**src/rtl/state_dump_unit.sv**
```systemverilog
// state_dump_unit: after a start request, reads every register-file entry and
// then every data-memory word through their asynchronous read ports, streams
// each word out on a valid/ready interface, and finishes with one beat holding
// the modulo-2^DW sum of all words dumped.
module state_dump_unit #(
  parameter int RF_DEPTH = 32,
  parameter int DM_DEPTH = 32,
  parameter int DW       = 32,
  parameter int RF_AW    = 5,
  parameter int DM_AW    = 5,
  localparam int IW      = (RF_AW > DM_AW) ? RF_AW : DM_AW
) (
  input  logic          clk,
  input  logic          rst,
  input  logic          start,
  output logic          busy,
  output logic          done,
  output logic [RF_AW-1:0] rf_raddr,
  input  logic [DW-1:0] rf_rdata,
  output logic [DM_AW-1:0] dm_raddr,
  input  logic [DW-1:0] dm_rdata,
  output logic          out_valid,
  input  logic          out_ready,
  output logic [DW-1:0] out_data,
  output logic [1:0]    out_sel,
  output logic [IW-1:0] out_index
);

  typedef enum logic [2:0] {
    S_IDLE,
    S_RF,
    S_DM,
    S_SUM,
    S_FIN
  } state_e;

  localparam logic [1:0]    SEL_RF  = 2'd0;
  localparam logic [1:0]    SEL_DM  = 2'd1;
  localparam logic [1:0]    SEL_SUM = 2'd2;
  localparam logic [IW-1:0] RF_LAST = IW'(RF_DEPTH - 1);
  localparam logic [IW-1:0] DM_LAST = IW'(DM_DEPTH - 1);

  state_e        state_q, state_d;
  logic [IW-1:0] cnt_q, cnt_d;
  logic [DW-1:0] acc_q, acc_d;
  logic          busy_q, busy_d;
  logic          done_q, done_d;
  logic          out_valid_q, out_valid_d;
  logic [DW-1:0] out_data_q, out_data_d;
  logic [1:0]    out_sel_q, out_sel_d;
  logic [IW-1:0] out_index_q, out_index_d;
  logic          can_load;

  // The output slot may take a new word when it is empty or being drained now.
  assign can_load = !out_valid_q || out_ready;

  // Read addresses follow the walk counter only in their own region, else 0.
  assign rf_raddr = (state_q == S_RF) ? cnt_q[RF_AW-1:0] : '0;
  assign dm_raddr = (state_q == S_DM) ? cnt_q[DM_AW-1:0] : '0;

  assign busy      = busy_q;
  assign done      = done_q;
  assign out_valid = out_valid_q;
  assign out_data  = out_data_q;
  assign out_sel   = out_sel_q;
  assign out_index = out_index_q;

  // Next-state logic: walk RF, then DM, then emit the checksum and wait for it to drain.
  always_comb begin
    // NOTE: every signal gets a default before the case so no path leaves one
    // unassigned, which would otherwise infer a latch.
    state_d     = state_q;
    cnt_d       = cnt_q;
    acc_d       = acc_q;
    busy_d      = busy_q;
    done_d      = 1'b0;
    out_valid_d = out_valid_q;
    out_data_d  = out_data_q;
    out_sel_d   = out_sel_q;
    out_index_d = out_index_q;

    unique case (state_q)
      S_IDLE: begin
        if (start) begin
          state_d = S_RF;
          cnt_d   = '0;
          acc_d   = '0;
          busy_d  = 1'b1;
        end
      end
      S_RF: begin
        if (can_load) begin
          out_data_d  = rf_rdata;
          out_sel_d   = SEL_RF;
          out_index_d = cnt_q;
          out_valid_d = 1'b1;
          acc_d       = acc_q + rf_rdata;
          if (cnt_q == RF_LAST) begin
            cnt_d   = '0;
            state_d = S_DM;
          end else begin
            cnt_d = cnt_q + IW'(1);
          end
        end
      end
      S_DM: begin
        if (can_load) begin
          out_data_d  = dm_rdata;
          out_sel_d   = SEL_DM;
          out_index_d = cnt_q;
          out_valid_d = 1'b1;
          acc_d       = acc_q + dm_rdata;
          if (cnt_q == DM_LAST) begin
            cnt_d   = '0;
            state_d = S_SUM;
          end else begin
            cnt_d = cnt_q + IW'(1);
          end
        end
      end
      S_SUM: begin
        if (can_load) begin
          out_data_d  = acc_q;
          out_sel_d   = SEL_SUM;
          out_index_d = '0;
          out_valid_d = 1'b1;
          state_d     = S_FIN;
        end
      end
      S_FIN: begin
        // Start is deliberately not looked at here; it only counts in IDLE.
        if (out_valid_q && out_ready) begin
          out_valid_d = 1'b0;
          busy_d      = 1'b0;
          done_d      = 1'b1;
          state_d     = S_IDLE;
        end
      end
      default: state_d = S_IDLE;
    endcase
  end

  // State and output registers with synchronous reset that aborts any dump.
  always_ff @(posedge clk) begin
    // NOTE: sequential state uses non-blocking assignments so every flop
    // samples the pre-edge values regardless of statement order.
    if (rst) begin
      state_q     <= S_IDLE;
      cnt_q       <= '0;
      acc_q       <= '0;
      busy_q      <= 1'b0;
      done_q      <= 1'b0;
      out_valid_q <= 1'b0;
      out_data_q  <= '0;
      out_sel_q   <= '0;
      out_index_q <= '0;
    end else begin
      state_q     <= state_d;
      cnt_q       <= cnt_d;
      acc_q       <= acc_d;
      busy_q      <= busy_d;
      done_q      <= done_d;
      out_valid_q <= out_valid_d;
      out_data_q  <= out_data_d;
      out_sel_q   <= out_sel_d;
      out_index_q <= out_index_d;
    end
  end

endmodule
```
**config.mk**
```make
export PLATFORM = sky130hd
export DESIGN_NAME = state_dump_unit
export DESIGN_NICKNAME = d
export VERILOG_FILES = /design/src/rtl/state_dump_unit.sv
export SDC_FILE = /design/constraint.sdc
export NUM_CORES = 1
export LEC_CHECK = 0
export ABC_AREA = 1
export CAP_MARGIN = 10
export CORE_UTILIZATION = 30
export CTS_CLUSTER_DIAMETER = 50
export DETAILED_ROUTE_END_ITERATION = 7
export GPL_TIMING_DRIVEN = 0
export PLACE_DENSITY_LB_ADDON = 0.1
export SETUP_SLACK_MARGIN = 0.2
export SYNTH_ARGS = -nofsm -noshare
export SYNTH_HDL_FRONTEND = slang
export SYNTH_SLANG_ARGS = --single-unit
```
**constraint.sdc**
```tcl
create_clock -name clk -period 2.5 [get_ports clk]
set_input_delay 0.75 -clock clk [delete_from_list [all_inputs] [get_ports clk]]
set_output_delay 0.75 -clock clk [all_outputs]
set_load 0.02 [all_outputs]
```
==> results of run 1 <==
kinds of logic (layout without fill, tap and decap cells):
family | after synthesis | in the layout | share of synthesized area [%]
XOR/XNOR | 4 | 4 | 0.570
flip-flops | 82 | 82 | 26.7
adder cells (fa/ha/maj) | 41 | 41 | 8.47
AND/OR/NAND/NOR | 581 | 582 | 38.0
buffers and inverters | 171 | 356 | 10.8
AO/OA/AOI/OAI | 163 | 163 | 15.5
state kept, by name, summed over array words and instances, names as in the netlist:
signal / flops
acc_q: 32
out_data: 32
cnt_q: 5
out_index: 5
state_q: 3
out_sel: 2
busy: 1
done: 1
out_valid: 1
metal layers:
| metal | up-vias | global-route usage [%] | part of all wire [%] |
|---|---|---|---|
| li1 | 3705 | - | - |
| met1 | 3446 | 29.8 | 46 |
| met2 | 125 | 40.6 | 49 |
| met3 | 23 | 3.65 | 3.0 |
| met4 | 0 | 6.47 | 1.9 |
| met5 | - | 0 | 0 |
through the flow:
step | TNS [ps] | setup slack [ps] | power (mW) | utilization, %
after detailed placement | -19950 | -762 | 8.46 | 38.2
final | -93.3 | -50.2 | 12.7 | 49.2
after CTS | -19.1 | -13.3 | 11.9 | 47.0
after floorplan | 0 | 151 | 6.27 | -
after global placement | -19470 | -779 | 8.44 | 38.2
after global routing | -1040 | -123 | 13.6 | 49.2
synthesized netlist by cell type (all sizes together):
library cell  count
nor2             60
and2              2
nor3              8
or2               2
nor3b             1
dfxtp            82
nand3            56
nand2           444
a21oi            76
xor2              4
a211oi            1
nand3b            2
o21ai            50
clkinv            1
inv             136
a41oi            32
a21o              1
clkbuf           26
o21bai            2
buf               8
nand4             6
fa                1
a22oi             1
ha               40
tightest hold or removal path: stages, from the launching register on:
cell and delay [ps]:
dfxtp_1 310, nand2_1 60, a21oi_1 60
power groups by stage:
| stage | registers (mW) | logic, mW | clock network, mW |
|---|---|---|---|
| 4_1_cts | 2.36 | 8.20 | 1.38 |
| 3_3_place_gp | 2.28 | 6.17 | 0 |
| 3_5_place_dp | 2.28 | 6.19 | 0 |
| 6_report | 2.38 | 9.02 | 1.35 |
| 2_1_floorplan | 2.53 | 3.74 | 0 |
| 5_1_grt | 2.46 | 9.76 | 1.43 |
worst max path at each step:
| stage | start | endpoint | slack, ps | cells past startpoint |
|---|---|---|---|---|
| after global routing | state_q[0] | acc_q[14] | -120 | 18 |
| final | state_q[0] | acc_q[14] | -50 | 18 |
| after floorplan | state_q[2] | acc_q[14] | 150 | 18 |
| after detailed placement | state_q[0] | acc_q[26] | -760 | 19 |
| after CTS | state_q[0] | acc_q[24] | -10 | 20 |
| after global placement | state_q[0] | acc_q[26] | -780 | 19 |
timing repair:
action / in CTS / in global routing
cloned: 3 / 0
resized for setup: 286 / 125
setup endpoints to repair: 52 / 36
buffers inserted: 40 / 9
pin swaps: 69 / 56
layout make-up:
class | count | area, µm² | share of cell area (%)
Sequential cell | 82 | 1650 | 16.6
Timing Repair Buffer | 169 | 1590 | 16.0
Tap cell | 270 | 338 | 3.40
Clock inverter | 5 | 36.3 | 0.366
Clock buffer | 11 | 253 | 2.55
Buffer | 34 | 263 | 2.65
Inverter | 137 | 539 | 5.43
Multi-Input combinational cell | 790 | 5260 | 52.9
==> flow_summary_export.csv, run 1 <==
group,metric,value,unit
worst_hold_path,whs_path_depth,2,
final_layout,layout.nets,1332,
synth,ys_warn_count,0,
synth,netlist_instances,1042,
final_layout,layout.cells.non_filler,1498,
global_route,antenna_found_initial,0,
worst_setup_path,worst-path-buf-inv,3,
worst_setup_path,cp_slowest_cell,"dfxtp_4",
drt,postRouteAntennaNets,0,
power,p_seq_share,18.6,%
synth,synth_cell_types,34,
drt,wire_per_inst,16.5,µm
drt,drtIter0Drc,335,
worst_setup_path,cp.required,2710,ps
global_route,grt_pass1_wl,38400,µm
power,p_sw_share,50.6,%
worst_setup_path,path_class,"flip-flop to flip-flop",
worst_hold_path,min_path_type,"flip-flop to flip-flop",
sta,rsz0062_at_grt,"true",
drt,vias_per_cell,4.87,
sta,final.setup.worst_slack,-50.2,ps
sta,finalMaxSlewViolations,0,
global_route,grt_usage,23.4,%
synth,syn_area,6150,µm²
clocking,cts_num_sinks,82,
final_layout,fin_area,9930,µm²
synth,yosys.area.top_type_share,26.8,%
final_layout,fill_cells,2069,
die,die_y,145,µm
worst_setup_path,r2r_slack,-50,ps
die,die_area,21100,µm²
worst_setup_path,timing.rr.start,"state_q[0]",
die,io_pins,120,
global_route,grt_pass1_vias,7206,
clocking,cts_buffer_depth,2,
clocking,clockRootBuffer,"clkbuf_16",
clocking,clkLatencyLatePin,350,ps
worst_hold_path,hp-start,"out_index[1]",
synth,synth_area_leaders,"nand2_1 27%, dfxtp_1 27%, ha_1 8.1%, inv_1 8.1%, a21oi_1 6.1%",
sta,fmax,0.392,GHz
status,violations,"setup timing",
synth,seq_area_frac_synth,26.7,%
worst_setup_path,cpMostUsedCell,"nand2_2",
final_layout,final_common_cell,"nand2_1",
sta,hold_viol_final,0,
power,internal_power,6.30,mW
sta,period_minus_slack,2550,ps
drt,routed_wl,24700,µm
synth,syn-num-nets,1151,
worst_setup_path,crit_chain,"inv_4, nand2_8, nor2_4, buf_12, clkbuf_16, nand2_8, nand2_4, ha_4, fa_2, nand3_2, nand3_4, nand2_2, nand2_2, nand2_2, nand2_4, or2_4, nand3_2, a21oi_2",
final_layout,syn2layout_area_growth,61.5,%
die,die_w,145,µm
worst_setup_path,end_kind,"flip-flop",
sta,worst_pin_slew,799,ps
sta,fin_skew,5.57,ps
power,power_density,1280,nW/µm²
worst_setup_path,worst_ep_arrival_time,2760,ps
worst_setup_path,slowest_delay,370,ps
clocking,cts_buffers,9,
power,p_clk_share,10.6,%
clocking,htreeDepth,3,
placed_design,port_buffers,118,
worst_hold_path,min_to,"out_index[1]",
global_route,grt_max_degree,15,
synth,yosysTopAreaCell,"nand2_1",
worst_setup_path,crit_fanout,5,
sta,relSlewSlack,46.8,%
worst_setup_path,rr_endpoint,"acc_q[14]",
placed_design,gp_congestion,0.892,
status,outcome,"finished with violations",
sta,period_share,102,%
placed_design,dp_hpwl,17600,µm
die,core,20200,µm²
sta,finalSetupViolCount,4,
clocking,cts_hold_buf,0,
drt,drc_errors,0,
drt,dr.pass1.iters,5,
synth,ys_ff_latch,82,
sta,whs,471,ps
final_layout,drive_above_1_share,29.9,%
synth,syn_area_per_cell,5.90,µm²
power,p_switching,6.45,mW
worst_setup_path,reg2reg_depth,18,
final_layout,diodes,0,
power,ir_drop,0.537,mV
drt,vias,7299,
power,p_leak,4.48,nW
placed_design,place_inst,1430,
clocking,cts.clk_slew.worst_paths,70,ps
die,start_util,30.5,%
clocking,cts_tree,"done",
run,maxCapViolCount,0,
final_layout,mostFrequentLayoutCells,"307 x nand2_1, 114 x inv_1, 106 x clkdlybuf4s50_1, 90 x nand2_2, 79 x dfxtp_1",
global_route,grt-ovfl-total,0,
placed_design,placed_cell_area,7710,µm²
power,comb_power_share,70.8,%
worst_setup_path,crit_family,"simple AND/OR/NAND/NOR gates",
die,rows,52,
worst_setup_path,start_kind,"flip-flop",
(Power assumes the default switching activity.)
==> inputs of run 2 (changes only) <==
==> constraint.sdc (replaced) <==
create_clock -name clk -period 3.1 [get_ports clk]
set_input_delay 0.93 -clock clk [delete_from_list [all_inputs] [get_ports clk]]
set_output_delay 0.93 -clock clk [all_outputs]
set_load 0.02 [all_outputs]
==> flow_summary_export.csv, run 2 (synthesis gave the netlist of run 1 again) <==
group,metric,value,unit
die,start_util,30.5,%
drt,drc_errors,0,
clocking,htreeDepth,3,
drt,vias_per_cell,4.70,
power,internal_power,4.05,mW
die,die_w,145,µm
drt,vias,6834,
sta,finalMaxSlewViolations,0,
power,comb_power_share,63.8,%
drt,wire_per_inst,15.3,µm
global_route,grt_max_degree,15,
die,rows,52,
sta,relSlewSlack,51.2,%
power,p_clk_share,14.0,%
final_layout,mostFrequentLayoutCells,"422 x nand2_1, 132 x inv_1, 111 x clkdlybuf4s50_1, 80 x dfxtp_1, 70 x a21oi_1",
worst_setup_path,start_kind,"flip-flop",
die,core,20200,µm²
drt,dr.pass1.iters,5,
sta,worst_pin_slew,732,ps
final_layout,layout.nets,1287,
global_route,grt_pass1_vias,6550,
sta,hold_viol_final,0,
final_layout,multi_input_area,4010,µm²
final_layout,final_common_cell,"nand2_1",
drt,drtIter0Drc,380,
worst_setup_path,end_kind,"flip-flop",
die,die_y,145,µm
sta,period_minus_slack,2750,ps
clocking,cts_buffers,9,
drt,postRouteAntennaNets,0,
run,maxCapViolCount,0,
final_layout,ff_latch_area,1640,µm²
worst_setup_path,path_class,"flip-flop to flip-flop",
clocking,cts_tree,"done",
sta,fin_skew,8.40,ps
final_layout,syn2layout_area_growth,34.6,%
clocking,cts_num_sinks,82,
sta,fmax,0.364,GHz
sta,setup_tns,0,ps
worst_setup_path,cp.required,3310,ps
final_layout,diodes,0,
sta,finalSetupViolCount,0,
sta,rsz0062_at_grt,"true",
status,outcome,"completed",
placed_design,dp_hpwl,17500,µm
sta,period_share,88.7,%
die,io_pins,120,
final_layout,final_util,41.0,%
clocking,cts_buffer_depth,2,
power,power_density,992,nW/µm²
worst_setup_path,crit_fanout,10,
global_route,antenna_found_initial,0,
power,p_switching,4.16,mW
final_layout,drive_above_1_share,7.95,%
clocking,clockRootBuffer,"clkbuf_16",
placed_design,port_buffers,118,
power,ir_drop,0.345,mV
worst_setup_path,worst_ep_arrival_time,2960,ps
clocking,cts.clk_slew.worst_paths,70,ps
global_route,grt_usage,21.6,%
power,p_seq_share,22.2,%
power,p_leak,3.94,nW
final_layout,fill_cells,2231,
worst_setup_path,r2r_slack,350,ps
power,p_sw_share,50.7,%
placed_design,gp_congestion,0.876,
clocking,clkLatencyLatePin,350,ps
worst_hold_path,min_path_type,"flip-flop to flip-flop",
global_route,grt-ovfl-total,0,
drt,routed_wl,22300,µm
global_route,grt_pass1_wl,35600,µm
die,die_area,21100,µm²
## run 2: cell count changes in the layout (fill, tap and decap cells not counted), moves of 11 or more
cell and change:
nand2_1 +115, nand2_2 -71, nand2_4 -43, buf_4 -35, ha_4 -32, ha_1 +30
a21oi_1 +24, a21oi_2 -20, inv_1 +18, nor2_1 +12, inv_2 -11
## run 2: critical path: stages, from the launching register on
cell     delay (ps)
dfxtp_1         330
inv_2           100
nand2_2         100
inv_4           100
nand2_8         100
buf_8           180
nand2_1          70
nand2_2          60
ha_4            170
fa_2            370
nand3_1         100
nand3_2         120
nand2_1         100
nand2_2          80
nand2_2         110
nand2_4          80
or2_2           280
nand3_1          70
a21oi_1          70
## run 2: through the flow
stage	cells	power [mW]	worst slack, ps	area (µm²)	hold slack, ps
floorplan	1042	5.02	415	6150	456
global placement	1430	6.75	-676	7670	458
detailed placement	1430	6.77	-597	7670	458
CTS	1449	8.00	198	8050	468
global route	1453	8.94	165	8270	494
finish	1453	8.21	352	8270	469
## run 2: area by class of cell
cell class                      instances  share of cell area [%]
Tap cell                              270                    4.08
Clock inverter                          5                   0.771
Sequential cell                        82                    19.9
Clock buffer                           11                    2.93
Timing Repair Buffer                  125                    15.1
Buffer                                 34                    2.56
Inverter                              137                    6.25
Multi-Input combinational cell        789                    48.4
## run 2: what timing repair did
action / CTS / global route
gates resized for setup: 26 / 56
setup buffers: 3 / 4
hold buffers: 0 / 0
pin swaps: 2 / 8
endpoints found under the setup margin: 34 / 22
## run 2: final timing paths
path                              startpoint      endpoint  depth (start not counted)
worst min register to register  out_index[0]  out_index[0]                          2
worst min-delay path            out_index[0]  out_index[0]                          2
worst max register to register    state_q[2]     acc_q[14]                         18
worst max-delay path              state_q[2]     acc_q[14]                         18
## run 2: power by group through the flow
stage / clock [mW] / sequential (mW) / combinational [mW]
5_1_grt: 1.21 / 1.88 / 5.84
6_report: 1.15 / 1.82 / 5.24
2_1_floorplan: 0 / 2.04 / 2.98
3_5_place_dp: 0 / 1.83 / 4.94
3_3_place_gp: 0 / 1.83 / 4.92
4_1_cts: 1.16 / 1.81 / 5.03
## run 2: routing by layer
| layer | up-vias | GRT usage [%] | wire length [µm] |
|---|---|---|---|
| met5 | - | 0 | 0 |
| met4 | 0 | 4.42 | 229 |
| met3 | 13 | 3.43 | 733 |
| met2 | 111 | 36.2 | 10400 |
| met1 | 3106 | 29.0 | 11000 |
| li1 | 3604 | - | - |
==> inputs of run 3 (changes only) <==
--- a/config.mk
+++ b/config.mk
@@ -10,7 +10,6 @@
 export CORE_UTILIZATION = 30
 export CTS_CLUSTER_DIAMETER = 50
 export DETAILED_ROUTE_END_ITERATION = 7
-export GPL_TIMING_DRIVEN = 0
 export PLACE_DENSITY_LB_ADDON = 0.1
 export SETUP_SLACK_MARGIN = 0.2
 export SYNTH_ARGS = -nofsm -noshare
==> flow_summary_export.csv, run 3 (synthesis gave the netlist of run 1 again) <==
group,metric,value,unit
sta,final.setup.worst_slack,328,ps
die,start_util,30.5,%
final_layout,final_common_cell,"nand2_1",
clocking,htreeDepth,3,
drt,routed_wl,20300,µm
worst_setup_path,start_kind,"primary input",
clocking,cts_hold_buf,0,
worst_setup_path,crit_chain,"clkdlybuf4s50_1, nand2_1, nand2_1, ha_2, fa_2, nand3_1, nand3_2, nand2_1, nand2_1, nand2_1, nand2_1, or2_2, nand3_1, a21oi_1",
placed_design,gp_congestion,0.850,
worst_setup_path,reg2reg_depth,17,
final_layout,layout.cells.non_filler,1467,
final_layout,syn2layout_area_growth,35.9,%
sta,worst_pin_slew,579,ps
drt,wire_per_inst,13.8,µm
die,die_area,21100,µm²
clocking,cts_buffers,9,
final_layout,drive_above_1_share,8.02,%
sta,finalSetupViolCount,0,
worst_setup_path,end_kind,"flip-flop",
power,power_density,991,nW/µm²
worst_setup_path,cp.depth,14,
power,p_seq_share,22.1,%
power,p_leak,4.06,nW
drt,vias,6815,
sta,period_share,89.4,%
worst_setup_path,cp.required,3310,ps
sta,period_minus_slack,2770,ps
drt,vias_per_cell,4.65,
global_route,grt_max_degree,46,
final_layout,diodes,0,
drt,drtIter0Drc,281,
worst_setup_path,worst-path-buf-inv,1,
power,comb_power_share,63.3,%
clocking,clkLatencyLatePin,350,ps
power,p_switching,3.95,mW
power,p_sw_share,47.7,%
final_layout,mostFrequentLayoutCells,"437 x nand2_1, 132 x inv_1, 114 x clkdlybuf4s50_1, 81 x dfxtp_1, 75 x a21oi_1",
worst_hold_path,min_path_type,"flip-flop to flip-flop",
clocking,cts_buffer_depth,2,
global_route,grt_usage,19.9,%
clocking,cts.clk_slew.worst_paths,70,ps
die,rows,52,
power,internal_power,4.33,mW
worst_setup_path,path_class,"primary input to flip-flop",
global_route,grt_pass1_wl,33800,µm
worst_setup_path,cp_slowest_cell,"clkdlybuf4s50_1",
die,die_w,145,µm
status,outcome,"completed",
die,core,20200,µm²
sta,fmax,0.361,GHz
worst_setup_path,slowest_delay,420,ps
sta,hold_viol_final,0,
clocking,clockRootBuffer,"clkbuf_16",
global_route,grt-ovfl-total,0,
drt,dr.pass1.iters,5,
worst_setup_path,crit_family,"simple AND/OR/NAND/NOR gates",
placed_design,dp_hpwl,15600,µm
placed_design,post-place-ws,-182,ps
global_route,antenna_found_initial,0,
worst_setup_path,crit_fanout,5,
worst_setup_path,worst_ep_arrival_time,2980,ps
die,die_y,145,µm
worst_hold_path,whs_path_depth,2,
sta,finalMaxSlewViolations,0,
power,ir_drop,0.359,mV
worst_setup_path,cpMostUsedCell,"nand2_1",
clocking,cts_tree,"done",
run,maxCapViolCount,0,
final_layout,layout.nets,1301,
die,io_pins,120,
drt,drc_errors,0,
sta,relSlewSlack,61.1,%
placed_design,place_inst,1450,
drt,postRouteAntennaNets,0,
placed_design,port_buffers,119,
sta,rsz0062_at_grt,"false",
power,p_clk_share,14.7,%
clocking,cts_num_sinks,82,
global_route,grt_pass1_vias,6642,
sta,fin_skew,10.9,ps
[run 3: changes by cell type in the layout (fill, tap and decap cells not counted), moves of 6 or more]
cell / change
a21oi_2: -6
buf_4: +45
clkbuf_1: -19
nand2_1: +15
nand2_2: -14
[run 3: power by group through the flow]
stage / clock (mW) / combinational [mW] / sequential (mW)
after floorplan: 0 / 2.98 / 2.04
after global placement: 0 / 5.21 / 1.84
after detailed placement: 0 / 5.21 / 1.84
after CTS: 1.25 / 5.24 / 1.83
after global routing: 1.30 / 5.93 / 1.89
final: 1.22 / 5.24 / 1.83
[run 3: worst paths after layout]
check                           slack (ps)      endpoint    startpoint
worst max-delay path                   330     acc_q[14]   rf_rdata[0]
worst min-delay path                   470  out_index[4]  out_index[4]
worst max register to register         430     acc_q[26]    state_q[0]
worst min register to register         470  out_index[4]  out_index[4]
[run 3: routing by layer]
metal	global-route usage (%)	wire, µm	vias up
li1	-	-	3632
met1	26.4	10100	3054
met2	33.8	9340	113
met3	2.17	612	16
met4	5.89	267	0
met5	0	0	-
[run 3: final cells by class]
cell class	instances	area, µm²
inverters	137	514
fillers	2254	11800
well taps	270	338
multi-input cells	789	3900
flip-flops and latches	82	1640
clock buffers	11	243
clock inverters	5	86.3
repair buffers	173	1630
[run 3: stage by stage]
| step | cell area, µm² | util, % | TNS [ps] | hold slack [ps] | total power, mW |
|---|---|---|---|---|---|
| final | 8350 | 41.4 | 0 | 468 | 8.28 |
| after global routing | 8350 | 41.4 | 0 | 491 | 9.11 |
| after CTS | 8300 | 41.1 | 0 | 471 | 8.32 |
| after detailed placement | 7970 | 39.5 | -660 | 459 | 7.06 |
| after global placement | 7970 | 39.5 | -376 | 457 | 7.05 |
| after floorplan | 6150 | - | 0 | 456 | 5.02 |
[run 3: worst reg2reg max path: cells and delay by family (launching register included)]
family                   cells  cell delay (ps)
AND/OR/NAND/NOR             12             1330
AO/OA/AOI/OAI                1               60
buffers and inverters        3              400
adder cells (fa/ha/maj)      1              390
flip-flops                   1              350
[run 3: timing repair]
item / 4_1_cts / 5_1_grt
pin swaps: 0 / 0
gates resized for setup: 6 / 15
buffers inserted: 0 / 1
setup endpoints to repair: 6 / 17
